[src/rtl/cdb_req_buffer.sv]
// rtl/cdb_req_buffer.sv - per-FU completion FIFO that requests a CDB slot and drives the head on grant
// Grant answers the previous cycle's request; a granted entry is popped in the same cycle it is driven.
module cdb_req_buffer #(
  parameter int DEPTH  = 4,
  parameter int TAG_W  = 6,
  parameter int DATA_W = 32
) (
  input  logic                       clock,
  input  logic                       reset,
  input  logic                       in_valid,
  input  logic [TAG_W-1:0]           in_tag,
  input  logic [DATA_W-1:0]          in_data,
  output logic                       in_ready,
  input  logic                       flush,
  output logic                       cdb_req,
  input  logic                       cdb_gnt,
  output logic                       out_valid,
  output logic [TAG_W-1:0]           out_tag,
  output logic [DATA_W-1:0]          out_data,
  output logic [$clog2(DEPTH):0]     count
);
  localparam int PW = $clog2(DEPTH);
  localparam int CW = PW + 1;
  localparam logic [CW-1:0] FULL = CW'(DEPTH);

  logic [TAG_W-1:0]  tag_mem  [DEPTH];
  logic [DATA_W-1:0] data_mem [DEPTH];
  logic [PW-1:0]     head, tail;
  logic [CW-1:0]     count_q;
  logic              push, pop;

  assign count = count_q;

  always_comb begin
    pop      = cdb_gnt && (count_q != '0) && !flush;
    in_ready = (count_q < FULL) || cdb_gnt;
    push     = in_valid && in_ready && !flush;
    // Request only for entries left behind the one leaving now; a same-cycle push waits a cycle.
    cdb_req  = !flush && (count_q > (pop ? CW'(1) : CW'(0)));
    out_valid = pop;
    out_tag   = pop ? tag_mem[head]  : '0;
    out_data  = pop ? data_mem[head] : '0;
  end

  always_ff @(posedge clock) begin
    if (reset || flush) begin
      head    <= '0;
      tail    <= '0;
      count_q <= '0;
    end else begin
      if (push) tail <= tail + PW'(1);
      if (pop)  head <= head + PW'(1);
      if (push && !pop)      count_q <= count_q + CW'(1);
      else if (pop && !push) count_q <= count_q - CW'(1);
    end
  end

  always_ff @(posedge clock) begin
    if (push && !reset) begin
      tag_mem[tail]  <= in_tag;
      data_mem[tail] <= in_data;
    end
  end
endmodule

[config.mk]
export PLATFORM = sky130hd
export DESIGN_NAME = cdb_req_buffer
export DESIGN_NICKNAME = d
export VERILOG_FILES = /design/src/rtl/cdb_req_buffer.sv
export SDC_FILE = /design/constraint.sdc
export NUM_CORES = 1
export LEC_CHECK = 0
export CORE_UTILIZATION = 55
export CTS_BUF_LIST = sky130_fd_sc_hd__clkbuf_8
export CTS_CLUSTER_DIAMETER = 60
export CTS_CLUSTER_SIZE = 12
export DETAILED_ROUTE_END_ITERATION = 8
export GPL_TIMING_DRIVEN = 0
export PLACE_DENSITY_LB_ADDON = 0.2
export SLEW_MARGIN = 20
export SYNTH_ARGS = -nofsm -noshare
export SYNTH_HDL_FRONTEND = slang
export SYNTH_SLANG_ARGS = --single-unit
[constraint.sdc]
create_clock -name clock -period 2.5 [get_ports clock]
set_input_delay 0.5 -clock clock [delete_from_list [all_inputs] [get_ports clock]]
set_output_delay 0.5 -clock clock [all_outputs]
set_load 0.05 [all_outputs]
==> impl_metrics.toml <==
[final_layout]
areaGrowthSynthToFinish_pct = 29.9
final_common_cell = "edfxtp_1"
drive_gt1_share_pct = 37.9
nNetsFinal = 471
postLayoutCellArea_mm2 = 0.00814
insertedDiodeCount = 0
final_cell_mix = "152 x edfxtp_1, 43 x clkdlybuf4s50_1, 38 x mux4_2"

[floorplanning]
die-area_mm2 = 0.0118
num_io_pins = 87
num_rows = 38
die_w_um = 109
core_mm2 = 0.0110
die_height_um = 109
start_util_pct = 57.0

[sta]
rsz0062_at_grt = "true"
fin_crit_sh_pct = 103
period_minus_slack_ns = 2.57
clock_skew_ns = 0.0109
hold_viol_final = 0
fin_ws_ns = -0.0725
hold_slack_ns = 0.524
finalSetupViolations = 1
fmax_ghz = 0.389
tightest_slew_ns = 0.561
report.final.slew_viol_count = 0
max_slew_margin_pct = 62.6

[placed_design]
io_buffers = 86
dpl_cell_area_mm2 = 0.00746
place_ws_ns = -0.972
place.gp.congestion = 0.676
place_hpwl_um = 6970

[clock_network]
clk_latency_ns = 0.44
htree_levels = 4
cts.sinks = 161
numCtsBuffers = 17
holdBufCountCts = 0
clockBufferDepth = 2
cts_tree = "yes"
cts_root_buffer = "clkbuf_8"
path_clk_slew_ns = 0.08

[drt]
wl_um = 11400
dr_total_vias = 3203
routedWlPerCell_um = 19.9
ant_nets = 0
drtIter0Drc = 162
dr.pass1.iters = 4
viasPerCell = 5.59
drc = 0

[critical_path]
end_kind = "output pin"
worstPathArrival_ns = 2.07
cp-endpoint = "cdb_req"
r2r-end = "count[2]$_SDFFE_PP0P_"
regToRegStartpoint = "count[1]$_SDFFE_PP0P_"
worstPathRequired_ns = 2.00
r2r_setup_slack_ns = 0.04
r2r_cells = 10
start_kind = "flip-flop"
cp_max_fo = 4
crit_path_start = "count[1]$_SDFFE_PP0P_"
critPathKind = "reg -> out"

[power]
cellPowerDensity_mw_per_mm2 = 653
irDropWorstVdd_mv = 0.416
power_leakage_nw = 2.74

[synthesis]
synthDistinctLibCells = 27
netlist_instances = 299
synth_area_mm2 = 0.00626
synth_warnings = 0
synth_seq_area_share_pct = 75.8
ys_seq_elements = 161
synth_nets = 349
synth.avg_cell_area_um2 = 20.9

[run_status]
violations = "negative setup slack"
status = "complete, but fails checks"

[grt]
grt_overflow = 0
antenna_found_initial = 0
grt_pass1_vias = 3367
grt.total_usage_pct = 21.3
grt_pass1_wl_um = 17500
grt_max_degree = 22

[min_path]
hp-start = "head[0]$_SDFFE_PP0P_"
min_path_cells = 2
hold_class = "reg -> reg"

[job]
drv_cap = 0
## synthesized netlist by cell type
library cell  number  share of area, %
or3_1              1              0.10
ha_1               6               1.2
nor2_1             7              0.42
o211ai_1           1              0.12
o21ai_0            3              0.24
nor3_1             2              0.16
o31ai_1            1              0.12
nor2b_1           39               3.9
buf_12             2              0.64
nand2_1            2              0.12
or2_2              2              0.20
or4_1              1              0.12
xor2_1             3              0.42
mux2i_1            1              0.16
edfxtp_1         152                73
fa_1               1              0.32
clkbuf_1           3              0.18
mux4_2            38                14
inv_1              7              0.42
dfxtp_1            9               2.9
buf_6              1              0.18
buf_2              6              0.48
nand3_1            2              0.16
o311ai_0           1              0.14
a21oi_1            3              0.24
and3_1             4              0.40
buf_4              1              0.12
## final cells by class
type | count | area [um^2]
flip-flops and latches | 161 | 4760
fillers | 626 | 2850
multi-input cells | 118 | 1540
repair buffers | 103 | 1070
clock buffers | 17 | 234
clock inverters | 14 | 175
well taps | 140 | 175
plain buffers | 13 | 146
inverters | 7 | 30.0
## timing repair
item	CTS	global route
buffers inserted	9	1
pin swaps	6	2
setup endpoints to repair	41	31
cloned	3	0
hold endpoints to repair	0	0
gates resized for setup	233	79
## layer usage
metal	track usage (%)	wire, um	vias up	part of all wire (%)
li1	-	-	1435	-
met3	4.96	601	17	5.3
met5	0	0	-	0
met2	34.9	5850	118	51
met4	9.94	189	0	1.7
met1	27.4	4760	1633	42
## worst min-delay path by stage
stage                            to  slack, ns
5_1_grt                   flip-flop       0.55
6_report                  flip-flop       0.52
2_1_floorplan             flip-flop       0.48
4_1_cts                   flip-flop       0.51
3_5_place_dp              flip-flop       0.50
3_3_place_gp   head[0]$_SDFFE_PP0P_       0.50
## power breakdown
part / internal (mW) / total [mW] / switching, mW / leakage, nW
Sequential: 2.97 / 2.99 / 0.0122 / 1.45
Clock: 1.06 / 1.93 / 0.871 / 0.205
Combinational: 0.192 / 0.391 / 0.199 / 1.08
## per-stage QoR
| step | utilization [%] | cells | power (mW) | setup TNS [ns] |
|---|---|---|---|---|
| final | 74.1 | 573 | 5.31 | -0.0725 |
| after global placement | 67.0 | 525 | 3.39 | -168.36 |
| after CTS | 72.8 | 572 | 5.34 | -0.577 |
| after floorplan | - | 299 | 3.24 | 0 |
| after global routing | 74.1 | 573 | 5.47 | -0.603 |
| after detailed placement | 67.9 | 529 | 3.40 | -29.26 |
## state kept, by name, summed over array words and instances (netlist names), named ones only
signal	cells
count	3
head	2
tag_mem	24
data_mem	128
tail	2
## cell families (layout without fill, tap and decap cells)
family / count (synthesis) / after routing / synth area share (%)
flip-flops: 161 / 161 / 75.8
AND/OR/NAND/NOR: 60 / 60 / 5.58
multiplexers: 39 / 39 / 13.8
buffers and inverters: 20 / 154 / 2.02
AO/OA/AOI/OAI: 9 / 9 / 0.859
adder cells (fa/ha/maj): 7 / 7 / 1.52
XOR/XNOR: 3 / 3 / 0.420
## critical path, cell delays in order, from the launching register on
cell	delay, ns
dfxtp_4	0.35
o31ai_4	0.25
or2_4	0.19
buf_12	0.11
clkinvlp_4	0.09
ha_4	0.28
nor2_4	0.03
nor3_4	0.14
nor2_4	0.04
buf_6	0.15
No activity file was read; power rests on OpenSTA's default activity.
